**src/rtl/edge_fragment_generator.sv**
```systemverilog
// ----------------------------------------------------------------------------
// edge_fragment_generator
//
// Purpose:
//   Scans a triangle bounding box [xmin,xmax) x [ymin,ymax) one pixel per
//   cycle in raster order. It evaluates three edge functions incrementally and
//   pushes every inside pixel into an internal FIFO. The FIFO feeds the
//   shader/depth stage through a valid/pop handshake.
//
// Configuration:
//   FRAG_GEN_TOP_LEFT_EN  - when defined, w_i == 0 counts as inside only for
//                           top-left edges (ey_i < 0, or ey_i == 0 and
//                           ex_i > 0). When undefined, w_i >= 0 is inside for
//                           every edge.
//
// Ports:
//   i_clk, i_rst            clock, synchronous active-high reset
//   i_start                 launch traversal (sampled only in idle)
//   i_xmin/i_xmax           x range [xmin,xmax), unsigned
//   i_ymin/i_ymax           y range [ymin,ymax), unsigned
//   i_ex0..2 / i_ey0..2     per-edge increments for x+1 / y+1
//   i_w0..2                 edge values at (xmin,ymin)
//   i_pop_frag              consumer takes the head fragment
//   o_frag_val              FIFO non-empty
//   o_frag_x/o_frag_y/o_frag_w  head fragment; o_frag_w = {w2,w1,w0}
//   o_busy                  traversal or drain in progress
//   o_done                  one-cycle pulse when a triangle completes
//   o_frag_cnt              saturating count of fragments for this triangle
// ----------------------------------------------------------------------------
module edge_fragment_generator #(
  parameter int unsigned COORD_W       = 16,
  parameter int unsigned EDGE_W        = 32,
  parameter int unsigned LG_FIFO_DEPTH = 3
) (
  input  logic                  i_clk,
  input  logic                  i_rst,
  input  logic                  i_start,
  input  logic [COORD_W-1:0]    i_xmin,
  input  logic [COORD_W-1:0]    i_xmax,
  input  logic [COORD_W-1:0]    i_ymin,
  input  logic [COORD_W-1:0]    i_ymax,
  input  logic [EDGE_W-1:0]     i_ex0,
  input  logic [EDGE_W-1:0]     i_ex1,
  input  logic [EDGE_W-1:0]     i_ex2,
  input  logic [EDGE_W-1:0]     i_ey0,
  input  logic [EDGE_W-1:0]     i_ey1,
  input  logic [EDGE_W-1:0]     i_ey2,
  input  logic [EDGE_W-1:0]     i_w0,
  input  logic [EDGE_W-1:0]     i_w1,
  input  logic [EDGE_W-1:0]     i_w2,
  input  logic                  i_pop_frag,
  output logic                  o_frag_val,
  output logic [COORD_W-1:0]    o_frag_x,
  output logic [COORD_W-1:0]    o_frag_y,
  output logic [3*EDGE_W-1:0]   o_frag_w,
  output logic                  o_busy,
  output logic                  o_done,
  output logic [15:0]           o_frag_cnt
);

  localparam int unsigned Depth  = 1 << LG_FIFO_DEPTH;
  localparam int unsigned PtrW   = LG_FIFO_DEPTH + 1;
  localparam int unsigned EntryW = 2 * COORD_W + 3 * EDGE_W;

  typedef enum logic [1:0] {
    StIdle,
    StScan,
    StDrain
  } state_e;

  // --------------------------------------------------------------------------
  // State
  // --------------------------------------------------------------------------
  state_e               r_state;
  logic                 r_done;
  logic [15:0]          r_frag_cnt;

  logic [COORD_W-1:0]   r_x;
  logic [COORD_W-1:0]   r_y;
  logic [COORD_W-1:0]   r_xmin;
  logic [COORD_W-1:0]   r_xmax;
  logic [COORD_W-1:0]   r_ymax;

  logic [EDGE_W-1:0]    r_ex     [3];
  logic [EDGE_W-1:0]    r_ey     [3];
  logic [EDGE_W-1:0]    r_row_w  [3];
  logic [EDGE_W-1:0]    r_cur_w  [3];

  logic [PtrW-1:0]      r_wr_ptr;
  logic [PtrW-1:0]      r_rd_ptr;
  logic [EntryW-1:0]    r_mem    [Depth];

  // --------------------------------------------------------------------------
  // Combinational signals
  // --------------------------------------------------------------------------
  state_e               w_state_nxt;
  logic                 w_done_nxt;
  logic                 w_full;
  logic                 w_empty;
  logic                 w_push;
  logic                 w_pop;
  logic                 w_advance;
  logic                 w_start;
  logic                 w_empty_bbox;
  logic [2:0]           w_edge_in;
  logic                 w_inside;
  logic [COORD_W:0]     w_x_inc;
  logic [COORD_W:0]     w_y_inc;
  logic                 w_x_more;
  logic                 w_y_more;
  logic [EDGE_W-1:0]    w_in_ex  [3];
  logic [EDGE_W-1:0]    w_in_ey  [3];
  logic [EDGE_W-1:0]    w_in_w   [3];
  logic [EntryW-1:0]    w_head;

  assign w_in_ex[0] = i_ex0;
  assign w_in_ex[1] = i_ex1;
  assign w_in_ex[2] = i_ex2;
  assign w_in_ey[0] = i_ey0;
  assign w_in_ey[1] = i_ey1;
  assign w_in_ey[2] = i_ey2;
  assign w_in_w[0]  = i_w0;
  assign w_in_w[1]  = i_w1;
  assign w_in_w[2]  = i_w2;

  // Pointers carry one extra wrap bit so full and empty are distinguishable.
  assign w_empty = (r_wr_ptr == r_rd_ptr);
  assign w_full  = (r_wr_ptr[PtrW-1] != r_rd_ptr[PtrW-1]) &&
                   (r_wr_ptr[LG_FIFO_DEPTH-1:0] == r_rd_ptr[LG_FIFO_DEPTH-1:0]);

  // One bit wider so xmax/ymax at the top of the coordinate range still work.
  assign w_x_inc  = {1'b0, r_x} + (COORD_W + 1)'(1);
  assign w_y_inc  = {1'b0, r_y} + (COORD_W + 1)'(1);
  assign w_x_more = (w_x_inc < {1'b0, r_xmax});
  assign w_y_more = (w_y_inc < {1'b0, r_ymax});

  // Inside test uses sign bits directly: all edge arithmetic is modular.
  always_comb begin
    for (int i = 0; i < 3; i++) begin
`ifdef FRAG_GEN_TOP_LEFT_EN
      w_edge_in[i] = (!r_cur_w[i][EDGE_W-1] && (r_cur_w[i] != '0)) ||
                     ((r_cur_w[i] == '0) &&
                      (r_ey[i][EDGE_W-1] ||
                       ((r_ey[i] == '0) && !r_ex[i][EDGE_W-1] && (r_ex[i] != '0))));
`else
      w_edge_in[i] = !r_cur_w[i][EDGE_W-1];
`endif
    end
  end

  assign w_inside     = &w_edge_in;
  assign w_start      = (r_state == StIdle) && i_start;
  assign w_empty_bbox = (i_xmin >= i_xmax) || (i_ymin >= i_ymax);

  // A blocked pixel holds the scan; full uses registered pointers only, so a
  // pop in the same cycle does not let the pixel through until next cycle.
  assign w_push    = (r_state == StScan) && w_inside && !w_full;
  assign w_advance = (r_state == StScan) && !(w_inside && w_full);
  assign w_pop     = i_pop_frag && !w_empty;

  // --------------------------------------------------------------------------
  // FSM next state
  // --------------------------------------------------------------------------
  always_comb begin
    w_state_nxt = r_state;
    w_done_nxt  = 1'b0;
    unique case (r_state)
      StIdle: begin
        if (i_start) begin
          w_state_nxt = w_empty_bbox ? StDrain : StScan;
        end
      end
      StScan: begin
        if (w_advance && !w_x_more && !w_y_more) begin
          w_state_nxt = StDrain;
        end
      end
      StDrain: begin
        if (w_empty) begin
          w_done_nxt  = 1'b1;
          w_state_nxt = StIdle;
        end
      end
      default: w_state_nxt = StIdle;
    endcase
  end

  always_ff @(posedge i_clk) begin
    if (i_rst) begin
      r_state <= StIdle;
      r_done  <= 1'b0;
    end else begin
      r_state <= w_state_nxt;
      r_done  <= w_done_nxt;
    end
  end

  // --------------------------------------------------------------------------
  // Scan datapath
  // --------------------------------------------------------------------------
  always_ff @(posedge i_clk) begin
    if (i_rst) begin
      r_x        <= '0;
      r_y        <= '0;
      r_xmin     <= '0;
      r_xmax     <= '0;
      r_ymax     <= '0;
      r_frag_cnt <= '0;
      for (int i = 0; i < 3; i++) begin
        r_ex[i]    <= '0;
        r_ey[i]    <= '0;
        r_row_w[i] <= '0;
        r_cur_w[i] <= '0;
      end
    end else begin
      if (w_start) begin
        r_x        <= i_xmin;
        r_y        <= i_ymin;
        r_xmin     <= i_xmin;
        r_xmax     <= i_xmax;
        r_ymax     <= i_ymax;
        r_frag_cnt <= '0;
        for (int i = 0; i < 3; i++) begin
          r_ex[i]    <= w_in_ex[i];
          r_ey[i]    <= w_in_ey[i];
          r_row_w[i] <= w_in_w[i];
          r_cur_w[i] <= w_in_w[i];
        end
      end else if (w_advance) begin
        if (w_x_more) begin
          r_x <= w_x_inc[COORD_W-1:0];
          for (int i = 0; i < 3; i++) begin
            r_cur_w[i] <= r_cur_w[i] + r_ex[i];
          end
        end else begin
          // Next row restarts from the row-start value, not the row end.
          r_x <= r_xmin;
          r_y <= w_y_inc[COORD_W-1:0];
          for (int i = 0; i < 3; i++) begin
            r_row_w[i] <= r_row_w[i] + r_ey[i];
            r_cur_w[i] <= r_row_w[i] + r_ey[i];
          end
        end
      end

      if (w_push && (r_frag_cnt != 16'hFFFF)) begin
        r_frag_cnt <= r_frag_cnt + 16'd1;
      end
    end
  end

  // --------------------------------------------------------------------------
  // Output FIFO
  // --------------------------------------------------------------------------
  always_ff @(posedge i_clk) begin
    if (i_rst) begin
      r_wr_ptr <= '0;
      r_rd_ptr <= '0;
    end else begin
      if (w_push) begin
        r_wr_ptr <= r_wr_ptr + PtrW'(1);
      end
      if (w_pop) begin
        r_rd_ptr <= r_rd_ptr + PtrW'(1);
      end
    end
  end

  // Storage needs no reset; the head is masked while the FIFO is empty.
  always_ff @(posedge i_clk) begin
    if (w_push) begin
      r_mem[r_wr_ptr[LG_FIFO_DEPTH-1:0]] <= {r_x, r_y, r_cur_w[2], r_cur_w[1], r_cur_w[0]};
    end
  end

  assign w_head = r_mem[r_rd_ptr[LG_FIFO_DEPTH-1:0]];

  // --------------------------------------------------------------------------
  // Outputs
  // --------------------------------------------------------------------------
  always_comb begin
    o_frag_val = !w_empty;
    o_frag_x   = '0;
    o_frag_y   = '0;
    o_frag_w   = '0;
    if (!w_empty) begin
      o_frag_x = w_head[EntryW-1 -: COORD_W];
      o_frag_y = w_head[3*EDGE_W +: COORD_W];
      o_frag_w = w_head[3*EDGE_W-1:0];
    end
  end

  assign o_busy     = (r_state != StIdle);
  assign o_done     = r_done;
  assign o_frag_cnt = r_frag_cnt;

endmodule

```
**config.mk**
```make
export PLATFORM = sky130hd
export DESIGN_NAME = edge_fragment_generator
export DESIGN_NICKNAME = d
export VERILOG_FILES = /design/src/rtl/edge_fragment_generator.sv
export SDC_FILE = /design/constraint.sdc
export NUM_CORES = 2
export LEC_CHECK = 0
export CORE_MARGIN = 4
export CORE_UTILIZATION = 60
export CTS_CLUSTER_SIZE = 25
export DETAILED_ROUTE_END_ITERATION = 16
export PLACE_DENSITY_LB_ADDON = 0.05
export SLEW_MARGIN = 10
export SYNTH_ARGS = -nofsm -noshare
export SYNTH_HDL_FRONTEND = slang
export SYNTH_SLANG_ARGS = --single-unit
```
**constraint.sdc**
```tcl
create_clock -name i_clk -period 24.6 [get_ports i_clk]
set_input_delay 4.92 -clock i_clk [delete_from_list [all_inputs] [get_ports i_clk]]
set_output_delay 4.92 -clock i_clk [all_outputs]
set_load 0.01 [all_outputs]
```
==> reports/qor.csv <==
metric;value;unit
grt total ovfl;0;
Finish-stage setup viols;0;
flop-to-flop setup slack;18.66;ns
Max Root-Sink Buffers;3;
# resized after CTS;0;
commonest non-fill, non-tap cells in the layout;edfxtp_1 (1,408), clkdlybuf4s50_1 (501), nand2_1 (379);
placed insts;6544;
Synth area leaders;edfxtp_1 (61%), mux4_2 (8.4%), ha_1 (4.6%), dfxtp_1 (3.2%), mux2i_1 (2.1%);
asr flop ratio synth;0;%
initial antenna violation count;23;
post-synthesis sequential area ratio;64.58;%
largest net degree at the start of global routing;219;
FF-to-FF Start;r_x[2];
CTS tree;done;
core area;114200;µm²
Pre-Repair DR Iteration Count;6;
cts hold-fix bufs;0;
Synth cell types;86;
Mapped Area;68880;µm²
synthesized area per cell;14.74;µm²
DRT Wirelength;174000;µm
Placed Area;75580;µm²
Worst-Margin Slew;1.118;ns
Design Area, Final;80790;µm²
Worst Setup Start Kind;register;
Most used DFF post-synth;edfxtp_1;
Leak Pwr;28.96;nW
YS warnings;0;
total of max-cap violations;0;
later-pin clock latency in the skew report;0.76;ns
syn_nets;5287;
vias in the first global route;41930;
Routed WL per cell;25.40;µm
RSZ-0062 raised after global routing;false;
Mapped Cells;4672;
R2R Path End;r_cur_w[0][37];
area grow syn2layout;17.29;%
Post-DRT Antenna Nets;0;
Tot Pwr;0.007630;W
Post-synth EDFFs;1408;
CTS Buf Count;158;
critical path endpoint;o_frag_w[85];
clk_skew;0.02585;ns
clk sinks;1518;
GRT Total Usage;28.63;%
die width;346.8;µm
Root Buffer;clkbuf_16;
Finished Layout Cells;6851;
H-tree Lvls;4;
Relative slew margins;25.48;%
endpoint type of the worst setup path;output port;
wire length of the first global-routing pass;259400;µm
Initial DRC Count;3957;
commonest non-fill, non-tap cell in the layout;edfxtp_1;
Pwr Density;94.45;nW/µm²
CP Data Arrival Time;4.64;ns
register bit total from synthesis;1518;
crit path time final;9.563;ns
maximum fanout along the worst path;51;
hold path start;r_xmin[13];
share of layout cells above drive strength 1;11.39;%
DPL Wire Length;111000;µm
top-area cell type share of the netlist area;61.39;%
Vias per Instance;6.092;
VDD IR-drop max;0.08020;mV
HP Class;reg -> reg;
layout net count;5807;
outcome;completed;
TNS Setup;0;ns
# port buffers;502;
vias;41738;
Die Y;346.8;µm
critical path class;reg -> out;
row count;124;
post-CTS setup buffers;0;
fillers;7735;
Die ar.;120300;µm²
initial core utilization;60.32;%
Tcrit/Tclk final;38.87;%
Final Hold Vio Count;0;
IO Pins;503;
Max Slew Vio Count;0;
Max Clk Rate;104.6;MHz
cell depth of the worst flop-to-flop path;16;
DRC;0;
Synth area leader;edfxtp_1;
clock-pin slew on the worst setup and hold paths;0.06;ns
Worst EP required;19.68;ns
GP Congestion;0.8789;
==> through the flow <==
stage	hold WS [ns]	setup WS, ns	util [%]
floorplan	0.4332	13.23	-
global placement	0.4395	15.71	66.19
detailed placement	0.4481	15.72	66.19
CTS	0.4560	14.88	70.71
global route	0.4800	14.58	70.74
finish	0.4516	15.04	70.75
==> area by class of cell <==
cell class | count | area (µm²) | area share (%)
Tap cell | 1512 | 1892 | 2.342
Clock inverter | 97 | 969.7 | 1.200
Antenna cell | 17 | 42.54 | 0.05266
Sequential cell | 1518 | 44490 | 55.08
Inverter | 113 | 436.7 | 0.5405
Clock buffer | 193 | 4190 | 5.187
Multi-Input combinational cell | 2847 | 23310 | 28.86
Timing Repair Buffer | 554 | 5450 | 6.746
==> cell usage after synthesis, types with 12 or more instances <==
| library cell | number |
|---|---|
| nand2b_1 | 38 |
| nand3_1 | 54 |
| a22o_1 | 16 |
| inv_1 | 112 |
| dfxtp_1 | 110 |
| a31oi_1 | 25 |
| nand2_1 | 383 |
| o21bai_1 | 24 |
| a22oi_1 | 12 |
| nand4_1 | 28 |
| a211oi_1 | 40 |
| xor2_1 | 95 |
| nor2_1 | 293 |
| and3_1 | 24 |
| nor2b_1 | 25 |
| mux2i_1 | 147 |
| buf_1 | 46 |
| edfxtp_1 | 1408 |
| o211ai_1 | 37 |
| mux4_2 | 256 |
| a21oi_1 | 238 |
| xnor2_1 | 123 |
| o31ai_1 | 12 |
| or3_1 | 14 |
| ha_1 | 253 |
| nor3_1 | 30 |
| clkbuf_1 | 137 |
| o21ai_0 | 156 |
| o21ai_1 | 19 |
| o21a_1 | 26 |
| a21o_1 | 140 |
| and2_1 | 203 |
==> per-layer routing <==
metal | track usage, % | share of wire (%)
met1 | 38.83 | 40
met2 | 47.22 | 49
met3 | 5.616 | 7.7
met4 | 9.441 | 3.0
met5 | 0 | 0.020
==> registers in the layout (all words and copies together), names as in the netlist, 96 cells and up, named ones only <==
register	flops
r_cur_w	96
r_ex	96
r_ey	96
r_mem	1024
r_row_w	96
==> cells by family after synthesis <==
group	after synthesis	synth area share [%]
flops	1518	64.58
simple gates	1132	7.777
compound gates	829	7.768
mux	409	10.61
buf+inv	307	1.718
fa+ha+maj	259	4.770
xor+xnor	218	2.772
==> worst max-delay path, cell delays in order, from the launching register on <==
cell and delay, ns:
dfxtp_4 0.64, buf_4 0.82, buf_4 0.87, mux4_2 0.60, mux2i_1 0.19, nor2_1 0.08, clkdlybuf4s50_1 0.52
==> where the power goes <==
| part | total [W] | internal (W) | switching [W] |
|---|---|---|---|
| combinational | 0.00179 | 0.000777 | 0.00101 |
| clock | 0.00237 | 0.00138 | 0.000992 |
| sequential | 0.00347 | 0.00322 | 0.000247 |
| total | 0.00763 | 0.00538 | 0.00225 |
==> how the worst min path moves through the flow <==
stage          depth (start not counted)  slack (ns)    endpoint
6_report                               2        0.45  r_xmin[13]
2_1_floorplan                          2        0.43   r_xmin[0]
4_1_cts                                2        0.46  r_xmin[13]
3_3_place_gp                           2        0.44   r_xmin[7]
5_1_grt                                2        0.48   r_xmax[4]
3_5_place_dp                           2        0.45  r_xmin[13]
(Power assumes the default switching activity.)
==> edit, RTL diff (same settings) <==
Register the output `o_frag_cnt` once more, with the module's reset; this adds one clock of latency there. The other outputs are not delayed to match.
--- a/src/rtl/edge_fragment_generator.sv
+++ b/src/rtl/edge_fragment_generator.sv
@@ -292,7 +292,13 @@
 
   assign o_busy     = (r_state != StIdle);
   assign o_done     = r_done;
-  assign o_frag_cnt = r_frag_cnt;
+  always_ff @(posedge i_clk) begin
+    if (i_rst) begin
+      o_frag_cnt <= '0;
+    end else begin
+      o_frag_cnt <= r_frag_cnt;
+    end
+  end
 
 endmodule
 
Formal check against the unedited RTL: not equivalent (a bounded check fails within 4 cycles, from zero or initial values and one cycle with i_rst high).
==> edit against the unedited design <==
Sequential cell count increased by 16; synthesized area increased by 1.0%; clock power decreased by 5%; total power decreased by 15%; worst setup slack got worse by 220 ps; design area increased by 0.48%; first-iteration DRC count decreased by 6.1%; via count increased by 1.5%; non-clock buffer count increased by 7; wire length increased by 1.5%.
==> edit: results (changes against the unedited design) <==
Global route:
- The pin count of the biggest net entering global routing is 157 (was 219).
- The met3 track utilization from global routing is 6.47% (was 5.62%).
- The met1 track demand over resource is 39.3% (was 38.8%).
- The met2 usage in global routing is 46.1% (was 47.2%).
- The global-route usage over all layers is 28.7% (was 28.6%).

Routing:
- The total routed wirelength is 177 mm (was 174 mm).
- The met1 routed wirelength after detailed routing is 71.8 mm (was 69.5 mm).
- The total number of vias was 42.4k (was 41.7k).
- The violation count after the first detailed-routing iteration is 3716 (was 3957).

Placed design:
- The last weighted congestion value of the routability-driven placer was 0.911 (was 0.879).
- The half-perimeter wire length after placement is 115 mm (was 111 mm).
- The number of cells after detailed placement is 6622 (was 6544).

Run status:
- Run status: complete, no violations (unchanged).

Setup path:
- The end point of the critical path is o_frag_w[14] (was o_frag_w[85]).
- The flop-to-flop setup slack is 19270 ps (was 18660 ps).
- The peak fanout along the critical path is 46 (was 51).
- The endpoint of the most critical register-to-register path is r_row_w[0][3] (was r_cur_w[0][37]).
- The arrival time at the worst endpoint is 4860 ps (was 4640 ps).

Yosys:
- The distinct cell type count after synthesis is 87 (was 86).
- The mean post-synth cell area was 14.6 um2 (was 14.7 um2).
- Top cells by area in the synthesized netlist: sky130_fd_sc_hd__edfxtp_1, sky130_fd_sc_hd__mux4_2, sky130_fd_sc_hd__ha_1 (unchanged).
- The net count after synthesis was 5371 (was 5287).
- The fraction of the yosys area taken by sequential cells was 64.4% (was 64.6%).

Final layout:
- The fraction of layout instances using a drive strength above 1 is 11.0% (was 11.4%).

STA:
- The setup clock skew after layout is 30.8 ps (was 25.8 ps).
- The headroom to the max-slew limit is 20.3% (was 25.5%).
- The maximum achievable frequency was 0.102 GHz (was 0.105 GHz).

Pwr:
- The worst voltage drop across the vdd grid is 0.0639 mV (was 0.0802 mV).

CTS:
- The total clock buffers created by CTS is 156 (was 158).
-- edit: cell count changes after synthesis, sizes merged, moves of 12 or more --
cell | unedited run | this run
dfxtp | 110 | 126
nor2b | 25 | 39
clkbuf | 137 | 149
nor2 | 294 | 306
a21o | 140 | 156
a211oi | 41 | 29
inv | 112 | 125
nand2b | 39 | 26
-- edit: cells by family after synthesis --
group,share of synthesized area (%)
xor+xnor,2.73
simple gates,7.86
buf+inv,1.83
flops,64.4
fa+ha+maj,4.72
compound gates,8.14
mux,10.3
-- edit: worst min-delay path by stage --
| stage | end | slack [ps] | cells past startpoint |
|---|---|---|---|
| after detailed placement | r_xmax[10] | 450 | 2 |
| final | r_ymax[15] | 450 | 2 |
| after floorplan | r_xmax[0] | 430 | 2 |
| after CTS | r_xmax[10] | 450 | 2 |
| after global routing | r_xmax[4] | 470 | 2 |
| after global placement | r_xmin[10] | 440 | 2 |
-- edit: cell type report --
type,count,area [um2]
Sequential cell,1534,44800
Fill cell,7751,33600
Multi-Input combinational cell,2890,23600
Clock inverter,92,683
Inverter,125,477
Timing Repair Buffer,561,5480
Clock buffer,196,4190
Antenna cell,8,20.0
Tap cell,1512,1890
-- edit: power by group --
part           switching, W  internal, W  leakage (nW)
logic              0.000582     0.000438          12.2
clock network      0.000992      0.00127          2.37
registers          0.000136      0.00304          14.6
total               0.00171      0.00475          29.1
-- edit: critical path, cell delays in order, from the launching register on --
cell	delay (ps)
sky130_fd_sc_hd__dfxtp_4	900
sky130_fd_sc_hd__buf_4	860
sky130_fd_sc_hd__buf_4	830
sky130_fd_sc_hd__mux4_2	590
sky130_fd_sc_hd__mux2i_1	220
sky130_fd_sc_hd__nor2_1	90
sky130_fd_sc_hd__clkdlybuf4s50_1	540
